$ cat config.mk
export PLATFORM = sky130hd
export DESIGN_NAME = mult_row_sequencer
export DESIGN_NICKNAME = d
export VERILOG_FILES = /design/src/rtl/mult_row_sequencer.sv
export SDC_FILE = /design/constraint.sdc
export NUM_CORES = 1
export LEC_CHECK = 0
export BUFFER_PORTS_ARGS = -buffer_cell sky130_fd_sc_hd__buf_2
export CAP_MARGIN = 5
export CORE_ASPECT_RATIO = 0.9
export CORE_MARGIN = 1
export CORE_UTILIZATION = 59
export CTS_CLUSTER_SIZE = 14
export DETAILED_ROUTE_END_ITERATION = 12
export PLACE_DENSITY = 0.89
export SLEW_MARGIN = 5
export SYNTH_ARGS = -nofsm -noshare
export SYNTH_HDL_FRONTEND = slang
export SYNTH_SLANG_ARGS = --single-unit
$ cat constraint.sdc
create_clock -name clk -period 6.7 [get_ports clk]
set_clock_uncertainty 0.05 [all_clocks]
set_input_delay 0 -clock clk [delete_from_list [all_inputs] [get_ports clk]]
set_output_delay 0 -clock clk [all_outputs]
set_load 0.1 [all_outputs]
$ cat src/rtl/mult_row_sequencer.sv
// rtl/mult_row_sequencer.sv - runs one row multiply per output row, stores results, tracks argmax
// Optional WAIT-state watchdog: define MULT_SEQ_WATCHDOG_EN.
module mult_row_sequencer #(
    parameter int NUM_ROWS       = 10,
    parameter int TIMEOUT_CYCLES = 1024
) (
    input  logic        clk,
    input  logic        n_rst,
    input  logic        start,
    output logic        busy,
    output logic [3:0]  mult_row_select,
    output logic        mult_begin,
    input  logic        mult_done_row,
    input  logic [31:0] mult_row_result,
    input  logic        mult_overflow,
    output logic        res_wr_en,
    output logic [3:0]  res_wr_addr,
    output logic [31:0] res_wr_data,
    output logic [3:0]  class_out,
    output logic        class_valid,
    output logic        ovf_any,
    output logic        timeout
);

    typedef enum logic [2:0] {
        S_IDLE,
        S_ISSUE,
        S_WAIT,
        S_STORE,
        S_DONE
    } state_t;

    localparam logic [3:0] LAST_ROW = 4'(NUM_ROWS - 1);

    if (NUM_ROWS < 1 || NUM_ROWS > 16 || TIMEOUT_CYCLES < 1) begin : g_param_check
        $error("mult_row_sequencer: NUM_ROWS must be 1..16 and TIMEOUT_CYCLES >= 1");
    end

    state_t      r_state;
    logic [3:0]  r_row;
    logic [31:0] r_captured;
    logic [31:0] r_best;
    logic [3:0]  r_best_idx;
    logic [3:0]  r_class;
    logic        r_busy;
    logic        r_begin;
    logic        r_wr_en;
    logic        r_class_valid;
    logic        r_ovf_any;
    logic        w_new_best;

`ifdef MULT_SEQ_WATCHDOG_EN
    localparam int WD_W = $clog2(TIMEOUT_CYCLES + 1);
    localparam logic [WD_W-1:0] WD_LAST = WD_W'(TIMEOUT_CYCLES - 1);

    logic [WD_W-1:0] r_wd_cnt;
    logic            r_timeout;

    assign timeout = r_timeout;
`else
    assign timeout = 1'b0;
`endif

    // Row 0 always seeds the maximum; strict compare keeps the lower index on ties.
    assign w_new_best = (r_row == 4'd0) || (r_captured > r_best);

    always_ff @(posedge clk) begin
        if (!n_rst) begin
            r_state       <= S_IDLE;
            r_row         <= 4'd0;
            r_captured    <= 32'h0;
            r_best        <= 32'h0;
            r_best_idx    <= 4'd0;
            r_class       <= 4'd0;
            r_busy        <= 1'b0;
            r_begin       <= 1'b0;
            r_wr_en       <= 1'b0;
            r_class_valid <= 1'b0;
            r_ovf_any     <= 1'b0;
`ifdef MULT_SEQ_WATCHDOG_EN
            r_wd_cnt      <= '0;
            r_timeout     <= 1'b0;
`endif
        end else begin
            r_begin       <= 1'b0;
            r_wr_en       <= 1'b0;
            r_class_valid <= 1'b0;
            case (r_state)
                S_IDLE: begin
                    if (start) begin
                        r_row     <= 4'd0;
                        r_ovf_any <= 1'b0;
`ifdef MULT_SEQ_WATCHDOG_EN
                        r_timeout <= 1'b0;
`endif
                        r_busy    <= 1'b1;
                        r_begin   <= 1'b1;
                        r_state   <= S_ISSUE;
                    end
                end
                S_ISSUE: begin
`ifdef MULT_SEQ_WATCHDOG_EN
                    r_wd_cnt <= '0;
`endif
                    r_state  <= S_WAIT;
                end
                S_WAIT: begin
                    if (mult_done_row) begin
                        r_captured <= mult_overflow ? 32'hFFFF_FFFF : mult_row_result;
                        if (mult_overflow) begin
                            r_ovf_any <= 1'b1;
                        end
                        r_wr_en <= 1'b1;
                        r_state <= S_STORE;
                    end
`ifdef MULT_SEQ_WATCHDOG_EN
                    // Abandon the run: no store, no class update, class_out keeps its old value.
                    else if (r_wd_cnt == WD_LAST) begin
                        r_timeout <= 1'b1;
                        r_busy    <= 1'b0;
                        r_state   <= S_IDLE;
                    end else begin
                        r_wd_cnt <= r_wd_cnt + WD_W'(1);
                    end
`endif
                end
                S_STORE: begin
                    if (w_new_best) begin
                        r_best     <= r_captured;
                        r_best_idx <= r_row;
                    end
                    if (r_row == LAST_ROW) begin
                        r_state <= S_DONE;
                    end else begin
                        r_row   <= r_row + 4'd1;
                        r_begin <= 1'b1;
                        r_state <= S_ISSUE;
                    end
                end
                S_DONE: begin
                    r_class       <= r_best_idx;
                    r_class_valid <= 1'b1;
                    r_busy        <= 1'b0;
                    r_state       <= S_IDLE;
                end
                default: begin
                    r_busy  <= 1'b0;
                    r_state <= S_IDLE;
                end
            endcase
        end
    end

    assign busy            = r_busy;
    assign mult_row_select = r_row;
    assign mult_begin      = r_begin;
    assign res_wr_en       = r_wr_en;
    assign res_wr_addr     = r_row;
    assign res_wr_data     = r_captured;
    assign class_out       = r_class;
    assign class_valid     = r_class_valid;
    assign ovf_any         = r_ovf_any;

endmodule

# Word level (Yosys, flattened, before mapping)
# Cells that the tools add are included.
# classes
addsub	1
n_lt_le_gt_ge	1
n_eq_ne	9
muxes	19
n_bitwise	1
reduce_logical	13
# op_table
operator	n
> comparator 32 bit	1
2-to-1 mux 32 bit	1
case mux 3 bit (4 select lines)	1
AND reduction 2 bit	5
2-to-1 mux 3 bit	3
2-to-1 mux 1 bit	8
2-to-1 mux 4 bit	2
inequality test 2 bit, second input constant	4
case mux 4 bit (2 select lines)	1
equality test 3 x 2 -> 1 bit, second input constant	2
case mux 1 bit (2 select lines)	3
adder 4 x 1 -> 4 bit, second input constant	1
equality test 4 bit, second input constant	1
logical NOT 4 bit	1
AND reduction 4 bit	1
nonzero test 2 bit	2
equality test 3 x 1 -> 1 bit, second input constant	1
equality test 3 bit, second input constant	1
logical NOT 3 bit	1
AND reduction 3 bit	1
OR reduction 3 bit	1
logical OR 1 bit	1
NOT 1 bit	1
# word_totals
register_bits	84
input_bits	37
out_inout_bits	50
wordCells	55

# Logic depth before layout (Yosys ltp)
# Gate-level depths: netlist (run 1).
# logic_depth
ltp_word	4
ltp_mapped	10
mapped_depth_nobuf	8

# Worst setup path before layout (run 1)
# No wires, ideal clock.
# synth_timing
path_type	reg2reg
startpoint	register r_captured[1], in the netlist res_wr_data[1]
endpoint	register r_best_idx[3]
setup_time_ns	0.072
t_arrival_ns	2.808
required_ns	6.578
slack_ns	3.770
stages_incl_launch_ff	10
n_path_buf	2
synth_period_minus_slack_ns	2.930
cell_sequence	dfxtp_1 ha_1 nor2b_4 o211ai_2 a21boi_1 or4_1 a22oi_1 buf_6 buf_12 mux2i_1
# synth_via
elab_chain_cells	3
# synth_lines
element	line_no	source
from (decl)	41	logic [31:0] r_captured;
from (signal assigned)	109	r_captured <= mult_overflow ? 32'hFFFF_FFFF : mult_row_result;
> comparator 32 bit	65	assign w_new_best = (r_row == 4'd0) || (r_captured > r_best);
logical OR 1 bit	65	
AND reduction 2 bit (no source line)	-	
to (signal assigned)	130	r_best_idx <= r_row;
to (decl)	43	logic [3:0] r_best_idx;
# No other way between the ends.
# A chain may end at the register's enable or synchronous reset.

# Final worst setup path (run 1)
# layout_timing
startpoint	register r_best[11]
endpoint	register r_best_idx[0]
# layout_via
elab_chain_cells	3
# layout_lines
element	line_no	source
from (decl)	42	logic [31:0] r_best;
from (signal assigned)	129	r_best <= r_captured;
> comparator 32 bit	65	
logical OR 1 bit	65	
AND reduction 2 bit (no source line)	-	
# No other way between the ends.

==> flow_results.org, run 1 <==
** Status
- Outcome :: finished clean

** Floorplanning
- Height of the chip :: just over 80 um
- Row generation in the floorplan step produced 28 rows.
- Starting Density :: 62.4%
- DIE AREA :: between 0.007 and 0.008 mm2
- Area of the core :: 0.00676 mm2
- The die is 91.2 um wide.
- Top Ports :: 87

** Timing
- Final setup viols :: 0
- Final Slew Violations :: 0
- Max Fclk :: 0.315 GHz
- Setup repair after global routing missed its margin :: no
- For the pin with the worst max-slew slack, the measured transition is around 980 ps.
- The smallest clock period supported by the final layout is computed as 3180 ps.
- Final hold vios :: 0
- Aggregate negative setup slack :: 0 ps
- Relative max-transition margin :: 34.7%
- Ratio of final minimum period to clock period :: 47.4%

** Critical path
- Cell-by-cell trace of the critical path :: inv_1, ha_1, nand4_1, nor3_1, a21boi_1, or4_1, a22oi_2, buf_4, mux2i_1
- At the worst endpoint, the required time is approximately 7000 ps.
- The slowest stage of the critical path is the a22oi_2 cell.
- Critical path class :: register to register
- Worst-path maximum fanout :: 26
- Maximum single-stage delay on the critical path :: between 600 and 700 ps
- Data arrival time of the critical path :: between 3000 and 4000 ps
- The worst setup path is launched from a register.
- Critical Path Sink Type :: register
- R2R setup slack :: about 3500 ps

** Pwr
- The internal portion of the total power is about 0.84 mW.
- In this run the power density over the cells is roughly 270 mW/mm2.
- Of the total power, the clock network draws roughly a quarter.
- Of the total power, the share spent switching nets is between 40% and 50%.
- Of the total power, registers draw between 40% and 50%.
- Total design power :: around 1.4 mW
- Net switching power :: around 0.56 mW
- Leakage power figure :: roughly 2.3 nW
- Proportion of power drawn by combinational gates :: roughly 34%
- IR Drop Worst-Case VDD :: around 0.00020 V

** Route
- First-pass iteration count of the detailed router :: 4
- Routed vias :: approximately 3,700
- Post-detailed-route via-to-cell ratio :: 5.33
- After detailed routing, the average wire length per cell comes to 14.1 um.
- The routed design has ~9700 um of wire.
- Initial DRC Count :: 279
- The detail route stage leaves a number of antenna-violating nets equal to 0.
- # DRC :: 0

** Clock network
- H-Tree Level Count :: 3
- In this run the post-CTS setup repair buffer count came out at 0.
- Insertion delay of the later-clocked pin in the worst-skew pair :: roughly 360 ps
- The clock passes through at most 2 buffers.
- CTS placed an instance of clkbuf_8 at the clock tree root.
- Clock tree synthesis inserted a total of 9 buffers.
- Clock input transition at the sequential cells of the worst setup and hold paths :: approximately 90 ps
- # clock sinks :: 84
- TritonCTS built the clock tree.

** Synth
- Most instantiated flip-flop cell in the synthesis netlist :: dfxtp_1
- Synthesis instantiated 38 different standard cells from the library.
- The commonest cells after synthesis are dfxtp_1 (84), nand2_1 (83), nor2_1 (42).
- After technology mapping, the gate count stands at 493.
- After synthesis, flip-flops and latches occupy 39.8% of the total area.
- After synthesis, the cell types taking the most area are dfxtp_1 (40%), ha_1 (10%), mux2i_1 (9.7%).
- Per-instance average area after synthesis :: between 8 and 9 um2
- Post-synth top area share :: roughly 40%
- The biggest area contributor in the post-synthesis netlist is dfxtp_1.
- The mapped netlist covers 0.00422 mm2.
- Top-count cell post-synth :: dfxtp_1
- The synthesized design contains 0 enable-type register cells.
- Flops & latches, synth :: 84
- Counting every net in the synthesized netlist gives 565.
- Yosys printed 0 warnings.
- Fraction of registers with async set/reset :: 0%

** GRT
- Summed over all layers, the global routing overflow is 0.
- First-pass GRT wire length :: 15,900 um
- Number of global-route vias before repair :: roughly 3,400
- Largest net degree at the start of global routing :: 116
- Antenna violations before repair :: 0
- Overall track demand over capacity in global routing :: about 27%

** Place
- Summed over all nets, the half-perimeter wirelength after detailed placement is 6180 um.
- The congestion estimate from routability-driven global placement came to between 0.7 and 0.8.
- During placement, the flow inserted port buffers numbering 85.

** Layout
- N_diodes :: 0
- Relative to the synthesized area, the layout overhead comes to 21.2%.
- Nets :: approximately 660
- Counting the fill cells in the layout gives 450.
- The post-route netlist has a little under a fifth of its cells at a drive strength greater than 1.

** Hold path
- Hold crit path type :: input pin to register

** Job
- Across the run, the number of max-cap violations was 0.
area by class of cell:
cell class	instances	area, um2	area share (%)
multi-input cells	339	2210	43.2
flip-flops and latches	84	1680	32.9
clock inverters	7	75.1	1.47
repair buffers	121	776	15.2
clock buffers	9	124	2.42
well taps	90	113	2.20
inverters	36	135	2.64
layer usage:
layer	vias up	part of all wire, %	global-route usage (%)
met4	0	1.5	7.30
met2	93	49	49.4
met3	14	3.8	5.95
met1	1717	45	32.0
met5	-	0	0
li1	1833	-	-
power groups by stage:
stage / Clock, mW / Sequential, mW / Combinational (mW)
after global routing: 0.387 / 0.569 / 0.504
after floorplan: 0 / 0.737 / 0.215
after CTS: 0.367 / 0.563 / 0.468
after detailed placement: 0 / 0.575 / 0.450
final: 0.365 / 0.564 / 0.471
after global placement: 0 / 0.573 / 0.440
critical path, delay by kind of cell, from the launching register on:
family | cells | cell delay, ps
adders and majority gates | 1 | 310
and+or+nand+nor | 3 | 780
buffers and inverters | 2 | 590
AOI/OAI and AO/OA | 2 | 760
DFF | 1 | 360
muxes | 1 | 250
logic make-up (layout without fill, tap and decap cells):
logic type | after synthesis | count (layout) | share of synthesized area [%]
AND/OR/NAND/NOR | 229 | 229 | 26.9
flip-flops | 84 | 84 | 39.8
buffers and inverters | 70 | 173 | 8.03
multiplexers | 41 | 41 | 9.72
adder cells (fa/ha/maj) | 35 | 35 | 10.4
AO/OA/AOI/OAI | 29 | 29 | 4.24
XOR/XNOR | 4 | 4 | 0.830
other | 1 | 1 | 0.0888
worst paths after layout:
check	start	to	cells after the start
worst max-delay path	r_best[11]	r_best_idx[0]	9
worst min-delay path	start	mult_row_select[3]	4
worst max register to register	r_best[11]	r_best_idx[0]	9
worst min register to register	r_best[13]	r_best[13]	2
stage by stage:
step           setup slack, ps  instances  hold slack [ps]  instance area (um2)  util (%)
2_1_floorplan             3770        493              167                 4220         -
3_3_place_gp              3710        638              255                 4600      68.0
3_5_place_dp              3590        638              268                 4600      68.0
4_1_cts                   3550        686             57.9                 5110      75.6
5_1_grt                   3280        686             74.2                 5110      75.6
6_report                  3520        686             75.3                 5110      75.6
placed cells by master (no fill, tap or decap), types with 3 or more instances in the layout:
cell type,netlist,layout
nand2_1,83,83
nand3_1,5,5
clkinvlp_4,0,3
nor2_1,42,42
inv_1,36,36
a21oi_1,13,13
nor3b_1,35,35
ha_1,35,35
nor2b_1,6,6
clkbuf_8,0,9
buf_4,5,4
and2_1,3,3
mux2i_1,41,41
nand4_1,8,8
buf_2,1,85
dlygate4sd3_1,0,32
dfxtp_1,84,84
o21ai_0,4,4
nor3_1,37,36
registers in the layout, summed over array words and instances, names as in the netlist:
register and flops:
r_best 32, res_wr_data 32, class_out 4, mult_row_select 4
r_best_idx 4, r_state 3, busy 1, class_valid 1
mult_begin 1, ovf_any 1, res_wr_en 1
timing repair:
| action | 4_1_cts | 5_1_grt |
|---|---|---|
| endpoints found under the setup margin | 0 | 0 |
| gates resized for setup | 0 | 0 |
| endpoints found under the hold margin | 32 | 0 |
| hold buffers | 32 | 0 |
Note: power is estimated with default switching activity, not from simulation.
==> run 2, diff against run 1 <==
Settings changed: ABC_AREA from default to 1, CORE_UTILIZATION 59 to 56, PLACE_DENSITY 0.89 to 0.84.
Clock period 6.7 ns to 3.2 ns, I/O delays scaled along.
==> run 2 against run 1 <==
The flow now finishes with violations (DRC). Cell area is 6.7% higher. First-iteration DRC count decreased by 21%. Synthesized area up 10%. Power is 110% higher. Register-to-register slack got worse by 2600 ps. Utilization down 8.0 points. Wire length increased by 4.9%. Critical path depth is 4 higher. Clock power up 120%. Hold slack lost 49 ps. Die area up 16%. Critical endpoint is now r_best[31]. Largest cell class unchanged. Highest routed layer unchanged.
==> flow_results.org, run 2 <==
** Critical path
- Cell-by-cell trace of the critical path :: inv_1, ha_1, nand2_2, nor2_4, nand2_2, nor4_2, nand2_1, nand2_1, nand2_2, nand2_8, nand3_2, nand2_1, nor2_1
- The count of buffer and inverter cells on the critical path came to 1 (-1).
- Total stage count of the critical path :: 13 (+4)
- Critical path class :: register to register
- The slowest stage of the critical path belongs to the cell nand2_8.
- Critical Path Sink Type :: register
- The critical path data required time is 3400 ps (-3530 ps).
- The delay of the slowest cell on the worst path came to 430 ps (-190 ps).
- Data arrival time of the critical path :: 2490 ps (-920 ps)
- The depth of the worst register-to-register path was 13 (+4).
- STA classifies the critical path startpoint as a register.
- Top delay family on crit path :: simple AND/OR/NAND/NOR gates
- Worst-path maximum fanout :: 72 (+180%)

** Layout
- Layout overhead on the synthesized area :: 17.1%
- Area taken by multi-input logic gates :: 0.00236 mm2 (+6.6%)
- Layout cells sized above 1 :: 27.7% (+8.9 points)
- Highest-count cells in the layout ignoring fill and taps :: buf_2 (85), dfxtp_1 (84), inv_1 (76), nand2_1 (73), nor2_1 (47)
- Leaving out fill and tap cells, the most frequent cell in the layout is buf_2.
- The footprint of the flip-flops and latches was 0.00168 mm2 (unchanged).
- The antenna diode count came to 0 (unchanged).
- The total of fill cells in the finished design was 650 (+44%).
- Nets :: 734 (+11%)

** Clock network
- TritonCTS built the clock tree.
- The TritonCTS sink count was 84 (unchanged).
- The CTS clock-pin slew for the worst setup and hold paths was 80 ps (about the same).
- CTS hold repair buffers :: 33 (+3.1%)
- The maximum buffer depth of the clock tree is 2 (unchanged).
- The number of gates given a new drive strength after cts came to 0 (unchanged).
- The insertion delay of the later-clocked pin in the worst-skew pair was 360 ps (about the same).
- The H-tree depth reported by CTS was 3 (unchanged).
- The setup fix buffers added after clock tree synthesis is 0 (unchanged).
- Master cell of the clock root buffer :: clkbuf_8
- The number of buffers inserted during clock tree synthesis is 9 (unchanged).

** Status
- Outcome :: finished with violations
- Violations in the final reports :: DRC

** Floorplanning
- The top-level port count came to 87 (unchanged).
- The starting density of the core came to 57.8% (-4.7 points).
- The core region area is 0.00807 mm2 (+19%).
- DIE AREA :: 0.00869 mm2 (+16%)
- Number of standard-cell rows in the floorplan :: 31 (+11%)
- Height of the chip :: 88.5 um (+7.7%)
- Die X-Extent :: 98.2 um (+7.7%)

** Synth
- Most instantiated flip-flop cell in the synthesis netlist :: dfxtp_1
- Synth cell types :: 40 (+5.3%)
- Post-synth top area share :: 36.1% (-3.8 points)
- Per-instance average area after synthesis :: 8.19 um2 (-4.3%)
- The most common cell in the synthesized netlist is dfxtp_1.
- Fraction of the yosys area taken by sequential cells :: 36.1% (-3.8 points)
- The synthesized design spends more area on one cell type than any other, namely dfxtp_1.
- The post-synthesis net count was 641 (+13%).
- Synthesized instance count :: 569 (+15%)
- The fraction of synthesis flops using an asynchronous set or reset pin was 0% (unchanged).
- The warning count from the yosys run came to 0 (unchanged).
- Count of flip-flops with a built-in enable after synthesis :: 0 (unchanged)
- The number of synthesized register bits was 84 (unchanged).
- Cell area after technology mapping :: 0.00466 mm2 (+10%)
- Counting instances in the post-synthesis netlist gives the leading cell types as dfxtp_1 (84), inv_1 (76), nand2_1 (73).
- Top cells by area in the synthesized netlist :: dfxtp_1 (36%), ha_1 (9.4%), nand3_2 (7.3%)

** Pwr
- Leakage power figure :: 2.32 nW (+0.70%)
- Net switching power :: 1.19 mW (+110%)
- The worst vdd rail ir drop was 0.000377 V (+92%).
- The proportion of power drawn by the clock network is 26.6% (+0.5 points).
- The total power per unit cell area is 547 mW/mm2 (+100%).
- The combinational share of power came to 34.5% (+0.8 points).
- The switching share of power is 39.8% (-0.40 points).
- The relative contribution of sequential cells to total power is 38.9% (-1.4 points).
- Int Power :: 1.80 mW (+110%)

** Timing
- The setup total negative slack was 0 ps (unchanged).
- The time the final worst path needs with I/O delays and setup came to 2290 ps (-892 ps).
- Relative max-transition margin :: 45.1% (+10 points)
- The timing-limited maximum frequency is 0.438 GHz (+39%).
- Final setup viols :: 0 (unchanged)
- Setup repair after global routing missed its margin :: no
- The number of endpoints with negative hold slack in the final report was 0 (unchanged).
- Worst hold slack :: 26.6 ps (-48.7 ps)
- Worst slew pin tran :: 824 ps (-156 ps)
- The final-report max-slew violation count is 0 (unchanged).
- Ratio of final minimum period to clock period :: 71.4% (+24 points)

** GRT
- The maximum number of pins on one net before global-route repair was 73 (-37%).
- Antenna violations before repair :: 0 (unchanged)
- Total gr overflow :: 0 (unchanged)
- The via count of the first global-routing pass was 3,813 (+12%).
- Overall track demand over capacity in global routing :: 24.1% (-2.7 points)
- First-pass GRT wire length :: 16,700 um (+5.3%)

** Place
- DP HPWL :: 6530 um (+5.7%)
- The number of buffers inserted by port buffering is 85 (unchanged).
- The final weighted congestion in routability-driven placement was 0.844 (+8.0%).

** Hold path
- Worst hold path stage count :: 3 (-1)
- The path class of the tightest hold or removal check is input pin to register.

** Route
- Final WL :: 10,100 um (+4.9%)
- First-pass iteration count of the detailed router :: 8 (+4)
- The detailed-route vias per instance was 5.29 (-0.70%).
- The DRC marker count from the first detailed-route iteration is 221 (-21%).
- The final routed DRC violation total is 6 (+6).
- Routed wire per std cell :: 13.2 um (-6.0%)
- Antenna viol nets, final :: 0 (unchanged)
- Routed vias :: 4,055 (+11%)

** Job
- Max-cap violation count :: 0 (unchanged)
-- run 2: worst register-to-register path: cells and delay by family, from the launching register on --
family,cells,cell delay (ps)
simple gates,11,1430
buf+inv,1,50
fa+ha+maj,1,300
flops,1,340
-- run 2: power by group through the flow --
stage | Clock [mW] | Combinational (mW) | Sequential [mW]
floorplan | 0 | 0.720 | 1.42
global placement | 0 | 0.973 | 1.18
detailed placement | 0 | 0.993 | 1.18
CTS | 0.812 | 1.03 | 1.16
global route | 0.853 | 1.12 | 1.17
finish | 0.795 | 1.03 | 1.16
-- run 2: worst paths after layout --
| kind | end | startpoint | slack, ps |
|---|---|---|---|
| hold / removal | ovf_any | mult_done_row | 30 |
| setup reg to reg | r_best[31] | r_best[31] | 910 |
| hold reg to reg | r_best[16] | r_best[16] | 440 |
| setup / recovery | r_best[31] | r_best[31] | 910 |
-- run 2: routing by layer --
metal  track usage, %  share of wire, %  vias to the layer above  wire length [um]
li1                 -                 -                     2049                 -
met1             28.0                45                     1888              4530
met2             43.5                49                       97              4940
met3             6.56               4.7                       21               480
met4             8.01               1.8                        0               180
met5                0                 0                        -                 0
-- run 2: final cells by class --
type	count	area share [%]
flip-flops and latches	84	30.8
multi-input cells	366	43.2
clock inverters	5	1.10
well taps	99	2.27
inverters	79	5.43
repair buffers	122	14.4
clock buffers	11	2.77
-- run 2: logic make-up (layout without fill, tap and decap cells) --
family / count (synthesis) / count (layout) / synth area share [%]
flops: 84 / 84 / 36.1
buf+inv: 119 / 217 / 13.6
other cells: 1 / 1 / 0.0805
fa+ha+maj: 35 / 35 / 9.40
simple gates: 229 / 229 / 26.6
compound gates: 101 / 101 / 14.3
-- run 2: through the flow --
step           utilization [%]  power, mW  cells  worst slack (ps)  instance area (um2)
2_1_floorplan                -       2.14    569               671                 4660
3_3_place_gp              60.9       2.15    717              1030                 4910
3_5_place_dp              60.9       2.18    717               942                 4910
4_1_cts                   67.6       3.00    766               933                 5460
5_1_grt                   67.6       3.14    766               663                 5460
6_report                  67.6       2.99    766               915                 5460
